## src/rtl/ysyx_25020037_wbu.sv

```systemverilog
// Write-back unit: load alignment/extension, register-file write, commit/trap report.
// Optional misaligned-access traps enabled by YSYX_25020037_MISALIGN_CHECK_EN.
module ysyx_25020037_wbu (
    input  logic        clk,
    input  logic        rst,
    input  logic        lsu_valid,
    output logic        wbu_ready,
    input  logic [63:0] lu_to_wu_bus,
    input  logic [43:0] du_to_wu_bus,
    input  logic        access_fault,
    output logic        rf_we,
    output logic [4:0]  rf_waddr,
    output logic [31:0] rf_wdata,
    output logic        wbu_valid,
    input  logic        ifu_ready,
    output logic [31:0] commit_pc,
    output logic        trap_valid,
    output logic [3:0]  trap_cause,
    output logic [31:0] trap_tval,
    output logic [63:0] instret
);

    typedef enum logic {IDLE, BUSY} state_t;

    state_t state, state_nxt;

    logic        hs, done;
    logic [31:0] addr, data, pc, shifted, ld_data, wdata;
    logic [1:0]  off;
    logic [4:0]  rd;
    logic [2:0]  size;
    logic        rd_we, is_load, is_uns, is_store, mem_op;
    logic        misalign, fault, trap, we;
    logic [3:0]  cause;

    assign addr     = lu_to_wu_bus[63:32];
    assign data     = lu_to_wu_bus[31:0];
    assign pc       = du_to_wu_bus[31:0];
    assign rd       = du_to_wu_bus[36:32];
    assign rd_we    = du_to_wu_bus[37];
    assign is_load  = du_to_wu_bus[38];
    assign size     = du_to_wu_bus[41:39];
    assign is_uns   = du_to_wu_bus[42];
    assign is_store = du_to_wu_bus[43];

    assign off     = addr[1:0];
    assign shifted = data >> {off, 3'b000};
    assign mem_op  = is_load | is_store;

    always_ff @(posedge clk or negedge rst) begin
        if (!rst) state <= IDLE;
        else      state <= state_nxt;
    end

    always_comb begin
        state_nxt = state;
        wbu_ready = 1'b0;
        wbu_valid = 1'b0;
        unique case (state)
            IDLE: begin
                wbu_ready = 1'b1;
                if (lsu_valid) state_nxt = BUSY;
            end
            BUSY: begin
                wbu_valid = 1'b1;
                if (ifu_ready) state_nxt = IDLE;
            end
            default: state_nxt = IDLE;
        endcase
    end

    assign hs   = lsu_valid & wbu_ready;
    assign done = wbu_valid & ifu_ready;

    always_comb begin
        ld_data = shifted;
        unique case (1'b1)
            size[0]: ld_data = {{24{~is_uns & shifted[7]}}, shifted[7:0]};
            size[1]: ld_data = {{16{~is_uns & shifted[15]}}, shifted[15:0]};
            default: ld_data = shifted;
        endcase
    end

`ifdef YSYX_25020037_MISALIGN_CHECK_EN
    assign misalign = mem_op &
                      ((size[1] & (off == 2'd3)) |
                       (size[2] & (off != 2'd0)));
`else
    assign misalign = 1'b0;
`endif

    assign fault = access_fault & mem_op;
    assign trap  = misalign | fault;
    assign we    = rd_we & (rd != 5'd0) & ~trap;
    assign wdata = is_load ? ld_data : addr;

    // Misalignment takes priority over a bus fault
    always_comb begin
        cause = 4'd0;
        if (misalign)   cause = is_load ? 4'd4 : 4'd6;
        else if (fault) cause = is_load ? 4'd5 : 4'd7;
    end

    always_ff @(posedge clk or negedge rst) begin
        if (!rst) begin
            rf_we      <= 1'b0;
            rf_waddr   <= 5'd0;
            rf_wdata   <= 32'd0;
            commit_pc  <= 32'd0;
            trap_valid <= 1'b0;
            trap_cause <= 4'd0;
            trap_tval  <= 32'd0;
            instret    <= 64'd0;
        end else begin
            rf_we <= hs & we;
            if (hs) begin
                rf_waddr   <= rd;
                rf_wdata   <= wdata;
                commit_pc  <= pc;
                trap_valid <= trap;
                trap_cause <= cause;
                trap_tval  <= trap ? addr : 32'd0;
            end
            if (done && !trap_valid) instret <= instret + 64'd1;
        end
    end

endmodule
```

## config.mk

```make
export PLATFORM = sky130hd
export DESIGN_NAME = ysyx_25020037_wbu
export DESIGN_NICKNAME = d
export VERILOG_FILES = /design/src/rtl/ysyx_25020037_wbu.sv
export SDC_FILE = /design/constraint.sdc
export NUM_CORES = 1
export LEC_CHECK = 0
export BUFFER_PORTS_ARGS = -buffer_cell sky130_fd_sc_hd__clkbuf_2
export CORE_MARGIN = 2
export CORE_UTILIZATION = 30
export DETAILED_ROUTE_END_ITERATION = 12
export PLACE_DENSITY_LB_ADDON = 0.05
export SETUP_SLACK_MARGIN = 0.02
export SKIP_CTS_REPAIR_TIMING = 1
export SLEW_MARGIN = 0
export SYNTH_ARGS = -nofsm -noshare
export SYNTH_HDL_FRONTEND = slang
export SYNTH_SLANG_ARGS = --single-unit
```

## constraint.sdc

```tcl
create_clock -name clk -period 4.1 [get_ports clk]
set_clock_uncertainty 0.1 [all_clocks]
set_input_delay 0.205 -clock clk [delete_from_list [all_inputs] [get_ports clk]]
set_output_delay 0.205 -clock clk [all_outputs]
set_load 0.005 [all_outputs]
```

Yosys cells after proc, flatten, opt, wreduce, memory -nomap -nowiden --
Cells that the tools add are included.
Cells by class: add/subtract/negate cells 1, shift-type cells 1, muxes and demuxes 10, bitwise gates (word level) 12, reduce and logical (&&, ||, !) cells 3
Operators by type and width (number):
- adder 64 x 1 -> 64 bit (second input constant) | 1
- 2-to-1 mux 32 bit | 2
- one-hot mux 32 bit (2 select lines) | 1
- >> shifter 32 x 5 -> 32 bit | 1
- bitwise AND 1 bit | 8
- nonzero test 5 bit | 1
- 2-to-1 mux 1 bit | 4
- 2-to-1 mux 3 bit | 1
- NOT 1 bit | 3
- 2-to-1 mux 2 bit | 1
- one-hot mux 1 bit (2 select lines) | 1
- logical AND 1 bit | 1
- zero test 1 bit | 1
- bitwise OR 1 bit | 1
Storage, ports and cells: flip-flop bits (word level) 172

Depth between registers and ports, before layout --
Gate-level depths: netlist of run 1.
word-level depth 5, depth in mapped cells 8, depth with buffers taken out 6

Worst setup path after synthesis of run 1 --
OpenSTA, ideal clock, no wires.
path type reg-to-reg, from register instret[0], to register instret[24], library setup time 0.126 ns, arrival time 1.833 ns, data required time 3.874 ns, setup slack 2.041 ns, stages on the path, launching flop included 7, path buffers 0, clock period less this slack 2.059 ns, path through dfrtp_1 -> ha_1 -> nand4b_4 -> or4_4 -> nor4_4 -> nand3_1 -> xnor2_1
On the way: word-level cells in the longest chain between the ends 1
RTL lines:
- start: declaration | line 20 | output logic [63:0] instret
- start signal: assignment | line 124 | if (done && !trap_valid) instret <= instret + 64'd1;
- adder 64 x 1 -> 64 bit | line 124
No other way between the ends. A chain may end at the register's enable or synchronous reset.

Worst setup path after layout of run 1 --
from register state, to register rf_we
On the way: word-level cells in the longest chain between the ends 3
RTL lines:
- start: declaration | line 25 | state_t state, state_nxt;
- start signal: assignment | line 52 | else state <= state_nxt;
- 2-to-1 mux 1 bit | line 59 | unique case (state)
- bitwise AND 1 bit | line 72 | assign hs = lsu_valid & wbu_ready;
- bitwise AND 1 bit | line 115 | rf_we <= hs & we;
- end signal: assignment | line 115
- end: declaration | line 11 | output logic rf_we,
No other way between the ends.

==> results by group, run 1 <==
Floorplanning
  • Core Box Area: between 20000 and 30000 um2
  • Die X: between 150 and 200 um
  • Die Height: 164.1 um
  • Initial Utilization: 30.54%
  • Rows: 58
  • Boundary pin count: ~290
  • Die area: about 27000 um2

Final layout
  • Area grow syn2layout: 40.12%
  • Total Nets Final: 1234
  • Diode count: 0
  • Layout Cells excl Fill: approximately 1500
  • Sequential Area: 4229 um2
  • Layout cell share with drive strength beyond 1: 30.89%
  • Number of fill cells in the layout: 2600
  • Area of the multi-input gates: ~3300 um2

GRT
  • Total GRT Usage: between 10% and 20%
  • Total global routing overflow: 0
  • Initial antenna violation count: 0
  • Largest net degree at the start of global routing: 96
  • Vias in the first global route: 6589
  • First-pass GRT wire length: around 37000 um

Place
  • Gpl congestion: 0.7923
  • Placed cells: around 1400
  • DPL Wire Length: approximately 17000 um
  • Setup slack at placement: ~1500 ps
  • I/O Buffers: 283

Critical path
  • CP Capture Type: flip-flop
  • FF-to-FF path depth: 5
  • Crit-path max FO: 42
  • R2r endpoint: rf_we
  • Crit path capture: rf_we
  • CP startpoint: state
  • Flop2flop setup slack: 1480 ps
  • CP startpoint kind: flip-flop
  • Req. time, crit path: 4370 ps
  • R2r startpoint: state
  • WS Path Type: flip-flop to flip-flop
  • Worst Path Arrival: slightly below 3000 ps

Worst hold path
  • Worst min-delay path class: input pin to flip-flop
  • Hold_sp: du_to_wu_bus[40]

Detailed routing
  • Drt via density: approximately 4.7
  • Per-cell routed wire length: 16.63 um
  • WL met2: around 12000 um
  • DRT iter0 DRCs: 351
  • Vias: 6805
  • Routed wl met3: ~1300 um
  • Pre-Repair DR Iteration Count: 5
  • Max layer used: met4
  • DRC: 0
  • Met1 WL: between 10000 and 15000 um
  • DRT Wirelength: 24330 um
  • ANT nets after route: 0

Run status
  • Outcome: finished clean

Clock tree
  • Clock sinks: approximately 170
  • TritonCTS buffer count: 17
  • Clk root buf: clkbuf_16
  • CTS clock-pin slew for the worst setup and hold paths: 70 ps
  • Clk buf depth: 2
  • Clk_lat worst skew: between 400 and 500 ps
  • H-tree depth: 4
  • CTS tree: yes

Timing
  • RSZ-0062 raised after global routing: false
  • Period utilisation layout: between 60 and 70%
  • Slew Viols, Final: 0
  • Rel. slew slack: between 10% and 20%
  • Final min period: 2622 ps
  • Fmax: approximately 380 MHz
  • Final setup viols: 0
  • Final Hold Viols: 0
  • Measured slew at the worst slew-check pin: approximately 1200 ps
  • Min Hold Slack: 92.97 ps
  • Final WS setup: ~1500 ps
  • Final setup TNS: 0 ps

Logic synthesis
  • Sequential share of the synthesized area: between 50% and 60%
  • Synth Area per Inst: 9.976 um2
  • Dominant cells by area after synthesis: dfrtp_1 (55%), nand2_1 (9.4%), xor2_1 (3.9%)
  • Mapped Area: about 7700 um2
  • Post-Syn Instances: approximately 770
  • Flops & latches, synth: 169
  • Top_reg_cell synth: dfrtp_1
  • Unique cell type count in the Yosys netlist: between 40 and 50
  • Synth top area share: 54.99%
  • Synth warn: 0
  • Post-Syn Nets: between 800 and 900
  • Async SR Flop Fraction: 100.0%
  • Synth area leader: dfrtp_1
  • Post-synth EDFFs: 0

Power
  • Peak VDD IR: 201.8 uV
  • PD cells: between 400 and 500 nW/um2
  • Lkg Pwr: around 5.5 nW

Run
  • Maxcap violations: 0
-- worst min-delay path by stage --
stage	end	slack, ps	cells past startpoint
after floorplan	commit_pc[0]	-190	0
after global placement	instret[14]	190	1
after detailed placement	instret[14]	180	1
after CTS	instret[14]	-290	1
after global routing	rf_wdata[0]	90	4
final	rf_wdata[17]	90	4
-- cell type report --
type                            instances  share of cell area (%)
Clock inverter                         12                   1.022
Tap cell                              330                   3.831
Timing Repair Buffer                  368                   21.10
Sequential cell                       169                   39.24
Multi-Input combinational cell        552                   30.24
Inverter                               12                  0.4180
Clock buffer                           20                   4.145
-- cell usage after synthesis (2+ instances only) --
| cell | n |
|---|---|
| nand2_1 | 193 |
| dfrtp_1 | 169 |
| o21ai_0 | 45 |
| nor2_1 | 39 |
| xor2_1 | 34 |
| a22o_1 | 33 |
| xnor2_1 | 29 |
| a21oi_1 | 27 |
| clkbuf_1 | 25 |
| or3_1 | 23 |
| nand3_1 | 20 |
| mux2i_1 | 19 |
| nand4_1 | 18 |
| nor3_1 | 15 |
| inv_1 | 11 |
| nor4_1 | 11 |
| mux2_2 | 10 |
| and3_1 | 6 |
| buf_2 | 5 |
| buf_1 | 4 |
| buf_4 | 3 |
| nand4_2 | 3 |
| or2_2 | 3 |
| nor4_2 | 2 |
| nor4_4 | 2 |
-- metal layers --
metal / vias to the layer above / track usage [%]
met4: 0 / 6.340
met2: 188 / 29.10
met5: - / 0
met1: 3246 / 22.95
li1: 3337 / -
met3: 34 / 4.419
-- sequential cells by signal, indices dropped and copies added, names as in the netlist --
register,cells
rf_wdata,32
state,1
rf_we,1
instret,64
commit_pc,32
trap_cause,2
rf_waddr,5
trap_tval,32
-- report_power, final --
part	switching [W]	internal [W]
clock	0.000738	0.000814
sequential	0.000161	0.00192
combinational	0.000473	0.000434
total	0.00137	0.00316
-- through the flow --
step | total power [W] | utilization, % | area, um2
after floorplan | 0.002460 | - | 7691
after CTS | 0.004554 | 39.62 | 9976
after global routing | 0.004808 | 42.80 | 10780
final | 0.004535 | 42.80 | 10780
after global placement | 0.002964 | 37.40 | 9419
after detailed placement | 0.002969 | 37.40 | 9419
-- critical path, stage by stage, from the launching register on --
cell           delay, ps
dfrtp_1              490
and2b_2              630
buf_4                500
nand3_1              130
a21oi_1              130
dlygate4sd3_1        560
-- cell usage in the layout (no fill, tap or decap), types with 2 or more instances in the layout --
master | netlist | final
xnor2_1 | 29 | 29
nor2_1 | 39 | 38
inv_6 | 0 | 2
clkbuf_2 | 0 | 282
nor3_1 | 15 | 15
buf_4 | 3 | 4
inv_8 | 0 | 3
nor2_2 | 1 | 2
clkbuf_16 | 0 | 17
or2_2 | 3 | 3
nand2_1 | 193 | 192
o21ai_0 | 45 | 45
dfrtp_1 | 169 | 169
xor2_1 | 34 | 34
dlygate4sd3_1 | 0 | 80
mux2_2 | 10 | 10
nor4_4 | 2 | 2
and3_1 | 6 | 6
a22o_1 | 33 | 33
clkinvlp_4 | 0 | 2
mux2i_1 | 19 | 19
clkinv_4 | 0 | 5
nor4_1 | 11 | 11
nand4_2 | 3 | 3
or3_1 | 23 | 23
a21oi_1 | 27 | 27
inv_1 | 11 | 11
nand3_1 | 20 | 20
clkbuf_1 | 25 | 2
nand4_1 | 18 | 18
nor4_2 | 2 | 2
-- cells by family after synthesis --
family | synth area share (%)
other | 0.04876
flip-flops | 54.99
adder cells (fa/ha/maj) | 0.1627
AND/OR/NAND/NOR | 21.59
XOR/XNOR | 7.174
multiplexers | 4.230
buffers and inverters | 2.765
AO/OA/AOI/OAI | 9.045
(Power assumes the default switching activity.)
==> inputs of run 2 (changes only) <==
Clock period 4.1 ns to 2.3 ns, I/O delays scaled along.
==> run 2 against run 1 <==
  * Critical endpoint is now instret[58]
  * Combinational power up 82%
  * Cell area up 2.4%
  * Via count up 0.57%
  * Worst hold slack worse by 87 ps
  * Sequential share of layout area down 0.90 points
  * Final cell count up 2.0%
==> results by group, run 2 (synthesis gave the netlist of run 1 again) <==
Critical path
  • Req. time, crit path: 2550 ps (-1820 ps)
  • Worst Path Arrival: 2350 ps (-540 ps)
  • CP peak stage delay: 470 ps (-160 ps)
  • CP Capture Type: flip-flop
  • WS Path Type: flip-flop to flip-flop
  • Flop2flop setup slack: 200 ps (-1270 ps)
  • CP startpoint kind: flip-flop
  • Crit-path cells: nand4_4, nor4_4, buf_12, nand4_2, nor4_2, xor2_1
  • Worst path slowest cell: dfrtp_1
  • Crit-path max FO: 12 (-71%)

Power
  • Clock network power share: 34.0% (-0.2 points)
  • Peak VDD IR: 357.2 uV (+77%)
  • Sw frac: 30.10% (-0.15 points)
  • PD cells: 735.0 nW/um2 (+75%)
  • Net load switching power: 0.002440 W (+78%)
  • Int Power: 0.005667 W (+79%)
  • Reg power frac: 45.6% (-0.2 points)
  • Lkg Pwr: 5.642 nW (+2.7%)
  • Logic pwr share: 20.3% (+0.3 points)

Timing
  • Final setup TNS: 0 ps (unchanged)
  • RSZ-0062 raised after global routing: false
  • Slew Viols, Final: 0 (unchanged)
  • Final min period: 2096 ps (-525.6 ps)
  • Period utilisation layout: 91.14% (+27 points)
  • Fmax: 477.1 MHz (+25%)
  • Final setup viols: 0 (unchanged)
  • Measured slew at the worst slew-check pin: 701.0 ps (-497.0 ps)
  • Rel. slew slack: 52.90% (+34 points)
  • Final Hold Viols: 0 (unchanged)

Floorplanning
  • Initial Utilization: 30.54% (unchanged)
  • Die X: 164.1 um (unchanged)
  • Die Height: 164.1 um (unchanged)
  • Core Box Area: 25180 um2 (unchanged)
  • Die area: 26930 um2 (unchanged)
  • Boundary pin count: 286 (unchanged)
  • Rows: 58 (unchanged)

GRT
  • Vias in the first global route: 6649 (+0.91%)
  • First-pass GRT wire length: 37620 um (+1.5%)
  • Initial antenna violation count: 0 (unchanged)
  • Total global routing overflow: 0 (unchanged)
  • Largest net degree at the start of global routing: 59 (-39%)
  • Total GRT Usage: 18.08% (+0.26 points)

Run
  • Maxcap violations: 0 (unchanged)

Place
  • DPL Wire Length: 17940 um (+4.6%)
  • Placed cells: 1380 (+2.1%)
  • I/O Buffers: 283 (unchanged)
  • Gpl congestion: 0.7846 (-0.97%)

Clock tree
  • H-tree depth: 4 (unchanged)
  • Clock sinks: 169 (unchanged)
  • Clk buf depth: 2 (unchanged)
  • CTS tree: yes
  • TritonCTS buffer count: 17 (unchanged)
  • Clk_lat worst skew: 430 ps (about the same)
  • CTS clock-pin slew for the worst setup and hold paths: 80 ps (about the same)
  • Clk root buf: clkbuf_16

Run status
  • Outcome: finished clean

Final layout
  • Area of the multi-input gates: 3274 um2 (+0.46%)
  • Diode count: 0 (unchanged)
  • Commonest non-fill, non-tap cell in the layout: clkbuf_2
  • Max FFs per register: 64 (unchanged)
  • Most frequent cells in the layout: clkbuf_2 (282), nand2_1 (192), dfrtp_1 (169)
  • Sequential Area: 4229 um2 (unchanged)
  • Total Nets Final: 1263 (+2.4%)
  • Layout Cells excl Fill: 1492 (+2.0%)
  • Layout cell share with drive strength beyond 1: 32.70% (+1.8 points)
  • Area grow syn2layout: 43.42%
  • Largest Register: instret
  • Number of fill cells in the layout: 2537 (-2.4%)

Detailed routing
  • DRT iter0 DRCs: 332 (-5.4%)
  • Drt via density: 4.587 (-1.4%)
  • Vias: 6844 (+0.57%)
  • DRC: 0 (unchanged)
  • Pre-Repair DR Iteration Count: 4 (-1)
  • DRT Wirelength: 24460 um (+0.53%)
  • Per-cell routed wire length: 16.39 um (-1.4%)
  • ANT nets after route: 0 (unchanged)

Worst hold path
  • Worst min-delay path class: input pin to flip-flop
==> run 2: through the flow <==
step | total power (W) | instance area, um2 | utilization (%) | setup slack, ps | hold slack, ps
2_1_floorplan | 0.004385 | 7691 | - | 241.0 | -280.6
3_3_place_gp | 0.005325 | 9662 | 38.37 | 141.2 | 47.94
3_5_place_dp | 0.005333 | 9662 | 38.37 | 120.5 | 46.73
4_1_cts | 0.008145 | 10210 | 40.56 | 110.4 | -422.9
5_1_grt | 0.008601 | 11030 | 43.80 | 49.28 | 18.74
6_report | 0.008107 | 11030 | 43.80 | 203.8 | 5.581
==> run 2: final cells by class <==
class | instances | share of cell area (%)
sequential | 169 | 38.34
multi-input combinational | 552 | 29.68
timing repair buffer | 397 | 22.81
clock buffer | 20 | 4.049
tap | 330 | 3.743
clock inverter | 12 | 0.9642
inverter | 12 | 0.4083
==> run 2: power by group through the flow <==
stage	Clock [W]	Combinational [W]	Sequential, W
finish	0.00276	0.00165	0.00370
global route	0.00298	0.00186	0.00376
CTS	0.00286	0.00158	0.00370
detailed placement	0	0.00158	0.00375
global placement	0	0.00158	0.00375
floorplan	0	0.000617	0.00377
==> run 2: final timing paths <==
| path | from | end | cells past startpoint |
|---|---|---|---|
| min reg2reg | instret[63] | instret[63] | 1 |
| max | instret[11] | instret[58] | 6 |
| max reg2reg | instret[11] | instret[58] | 6 |
| min | du_to_wu_bus[40] | rf_wdata[17] | 4 |
| max in group asynchronous | rst | rf_wdata[14] | 3 |
| min in group asynchronous | rst | instret[11] | 2 |
==> run 2: per-layer routing <==
layer / track usage [%] / share of wire, %
met2: 29.82 / 49
met1: 23.40 / 44
met5: 0 / 0
met3: 5.303 / 6.1
met4: 4.266 / 1.2
==> run 2: critical path, delay by kind of cell, from the launching register on <==
kind	cells	cell delay, ps
xor+xnor	1	160
simple gates	4	1100
flops	1	470
buf+inv	1	180
==> inputs of run 3 (changes only) <==
Settings changed: ABC_AREA set to 1.
==> run 3 against run 2 <==
  * Global-route usage increased by 2.1 points
  * Clock power grew 15%
  * Critical path depth increased by 2
  * Critical endpoint is now instret[50]
  * Largest cell class unchanged
  * Largest power group unchanged
==> results by group, run 3 <==
Critical path
  • CP Capture Type: flip-flop
  • Flop2flop setup slack: 320 ps (+110 ps)
  • Req. time, crit path: 2510 ps (-40 ps)
  • R2r startpoint: instret[0]
  • R2r endpoint: instret[50]
  • Crit-path max FO: 5 (-7)
  • FF-to-FF path depth: 8 (+2)
  • Worst Path Arrival: 2200 ps (-150 ps)
  • CP startpoint kind: flip-flop
  • WS Path Type: flip-flop to flip-flop

GRT
  • Vias in the first global route: 8514 (+28%)
  • First-pass GRT wire length: 48980 um (+30%)
  • Total global routing overflow: 0 (unchanged)
  • Initial antenna violation count: 2 (+2)
  • Largest net degree at the start of global routing: 65 (+10%)
  • Total GRT Usage: 20.16% (+2.1 points)

Logic synthesis
  • Cell with the most instances after synthesis: nand2_1
  • Post-synth EDFFs: 0 (unchanged)
  • Synth area leader: dfrtp_1
  • Flops & latches, synth: 169 (unchanged)
  • Async SR Flop Fraction: 100.0% (unchanged)
  • Mapped Area: 9129 um2 (+19%)
  • Unique cell type count in the Yosys netlist: 43 (-8.5%)
  • Synth top area share: 46.33% (-8.7 points)
  • Synth Area per Inst: 7.398 um2 (-26%)
  • Top_reg_cell synth: dfrtp_1
  • Post-Syn Nets: 1348 (+52%)
  • Synth warn: 0 (unchanged)
  • Sequential share of the synthesized area: 46.33% (-8.7 points)
  • Post-Syn Instances: 1234 (+60%)
  • Dominant cells by area after synthesis: dfrtp_1 (46%), nand2_1 (19%), nor2_1 (5.6%)
  • Synth cell count leaders: nand2_1 (463), dfrtp_1 (169), nor2_1 (137)

Clock tree
  • Clk_lat worst skew: 430 ps (about the same)
  • CTS tree: yes
  • Clk buf depth: 2 (unchanged)
  • Clk root buf: clkbuf_16
  • CTS clock-pin slew for the worst setup and hold paths: 70 ps (about the same)
  • Clock sinks: 169 (unchanged)
  • H-tree depth: 4 (unchanged)
  • TritonCTS buffer count: 17 (unchanged)

Place
  • Gpl congestion: 0.8925 (+14%)
  • DPL Wire Length: 24190 um (+35%)
  • Setup slack at placement: 351.1 ps (+230.6 ps)
  • I/O Buffers: 283 (unchanged)

Detailed routing
  • Drt via density: 4.494 (-2.0%)
  • DRT Wirelength: 32020 um (+31%)
  • ANT nets after route: 0 (unchanged)
  • DRC: 0 (unchanged)
  • Per-cell routed wire length: 16.11 um (-1.8%)
  • DRT iter0 DRCs: 580 (+75%)
  • Pre-Repair DR Iteration Count: 5 (+1)
  • Vias: 8935 (+31%)

Final layout
  • Layout cell share with drive strength beyond 1: 23.86% (-8.8 points)
  • Total Nets Final: 1699 (+35%)
  • Most frequent cells in the layout: nand2_1 (462), clkbuf_2 (282), dfrtp_1 (169)
  • Core Util, Final: 41.60% (-2.2 points)
  • Number of fill cells in the layout: 3153 (+24%)
  • Commonest non-fill, non-tap cell in the layout: nand2_1
  • Largest Register: instret
  • Max FFs per register: 64 (unchanged)
  • Area grow syn2layout: 35.77%

Floorplanning
  • Rows: 63 (+8.6%)
  • Boundary pin count: 286 (unchanged)
  • Initial Utilization: 30.64% (+0.095 points)
  • Die Height: 178.4 um (+8.7%)
  • Die area: 31840 um2 (+18%)
  • Core Box Area: 29800 um2 (+18%)
  • Die X: 178.4 um (+8.7%)

Timing
  • Period utilisation layout: 86.15% (-5.0 points)
  • Final min period: 1981 ps (-114.8 ps)
  • Fmax: 504.7 MHz (+5.8%)
  • Measured slew at the worst slew-check pin: 588.4 ps (-112.6 ps)
  • RSZ-0062 raised after global routing: false
  • Rel. slew slack: 60.66% (+7.8 points)
  • Final WS setup: 318.6 ps (+114.8 ps)
  • Final setup viols: 0 (unchanged)
  • Slew Viols, Final: 0 (unchanged)
  • Final Hold Viols: 0 (unchanged)
  • Final setup TNS: 0 ps (unchanged)

Run status
  • Outcome: finished clean

Worst hold path
  • Endpoint, Worst Hold: rf_wdata[0]
  • Hold Crit Depth: 5 (+1)
  • Worst min-delay path class: input pin to flip-flop
  • Hold_sp: lu_to_wu_bus[0]

Run
  • Maxcap violations: 0 (unchanged)

Power
  • Peak VDD IR: 498.3 uV (+39%)
  • Lkg Pwr: 6.422 nW (+14%)
  • PD cells: 686.5 nW/um2 (-6.6%)
## run 3: routing by layer
layer  global-route usage [%]  share of wire, %  routed length, um  up-vias
met1                    27.95                47              15110     4123
li1                         -                 -                  -     4553
met2                    30.98                45              14350      235
met3                    5.904               6.7               2140       22
met4                    4.539               1.2                399        2
met5                        0             0.041                 13        -
## run 3: report_power, final
| group | internal (W) | switching [W] |
|---|---|---|
| clock | 0.00188 | 0.00129 |
| combinational | 0.000723 | 0.000943 |
| sequential | 0.00337 | 0.000303 |
| total | 0.00598 | 0.00253 |
## run 3: cell type report
cell class	count	area [um2]	area share (%)
flip-flops and latches	169	4229	34.12
multi-input cells	900	4229	34.12
repair buffers	375	2354	18.99
well taps	390	488.0	3.937
inverters	122	462.9	3.735
clock buffers	21	460.4	3.715
clock inverters	10	168.9	1.363
diodes	1	2.502	0.02019
## run 3: worst max-delay path: stages (launching register included)
cell	delay, ps
dfrtp_1	450
ha_1	290
inv_1	120
nor2_4	160
nand3_2	140
nor3_2	300
nand4_1	140
nand2_1	110
inv_1	50
## run 3: kinds of logic (layout without fill, tap and decap cells)
logic type      after synthesis  count (layout)  share of synthesized area (%)
compound gates              115             115                          6.771
xor+xnor                     37              37                          3.632
fa+ha+maj                     1               1                         0.1370
buf+inv                     165             528                          7.429
flops                       169             169                          46.33
other cells                   1               2                        0.04108
simple gates                746             746                          35.66
## run 3: worst max path at each step
stage / end / start / slack, ps
CTS: instret[50] / instret[0] / 340
global route: instret[48] / instret[0] / 230
finish: instret[50] / instret[0] / 320
detailed placement: instret[48] / instret[0] / 350
global placement: instret[34] / instret[0] / 390
floorplan: instret[49] / trap_cause[0] / 670
## run 3: metrics by stage
stage | cell area, um2 | hold WS (ps) | instances | total power (W)
6_report | 12390 | 1.713 | 1988 | 0.008509
5_1_grt | 12390 | 20.62 | 1988 | 0.009028
4_1_cts | 11630 | -616.7 | 1911 | 0.008539
3_5_place_dp | 11000 | -146.5 | 1880 | 0.005311
3_3_place_gp | 11000 | -145.7 | 1880 | 0.005307
2_1_floorplan | 9129 | -280.6 | 1234 | 0.004412
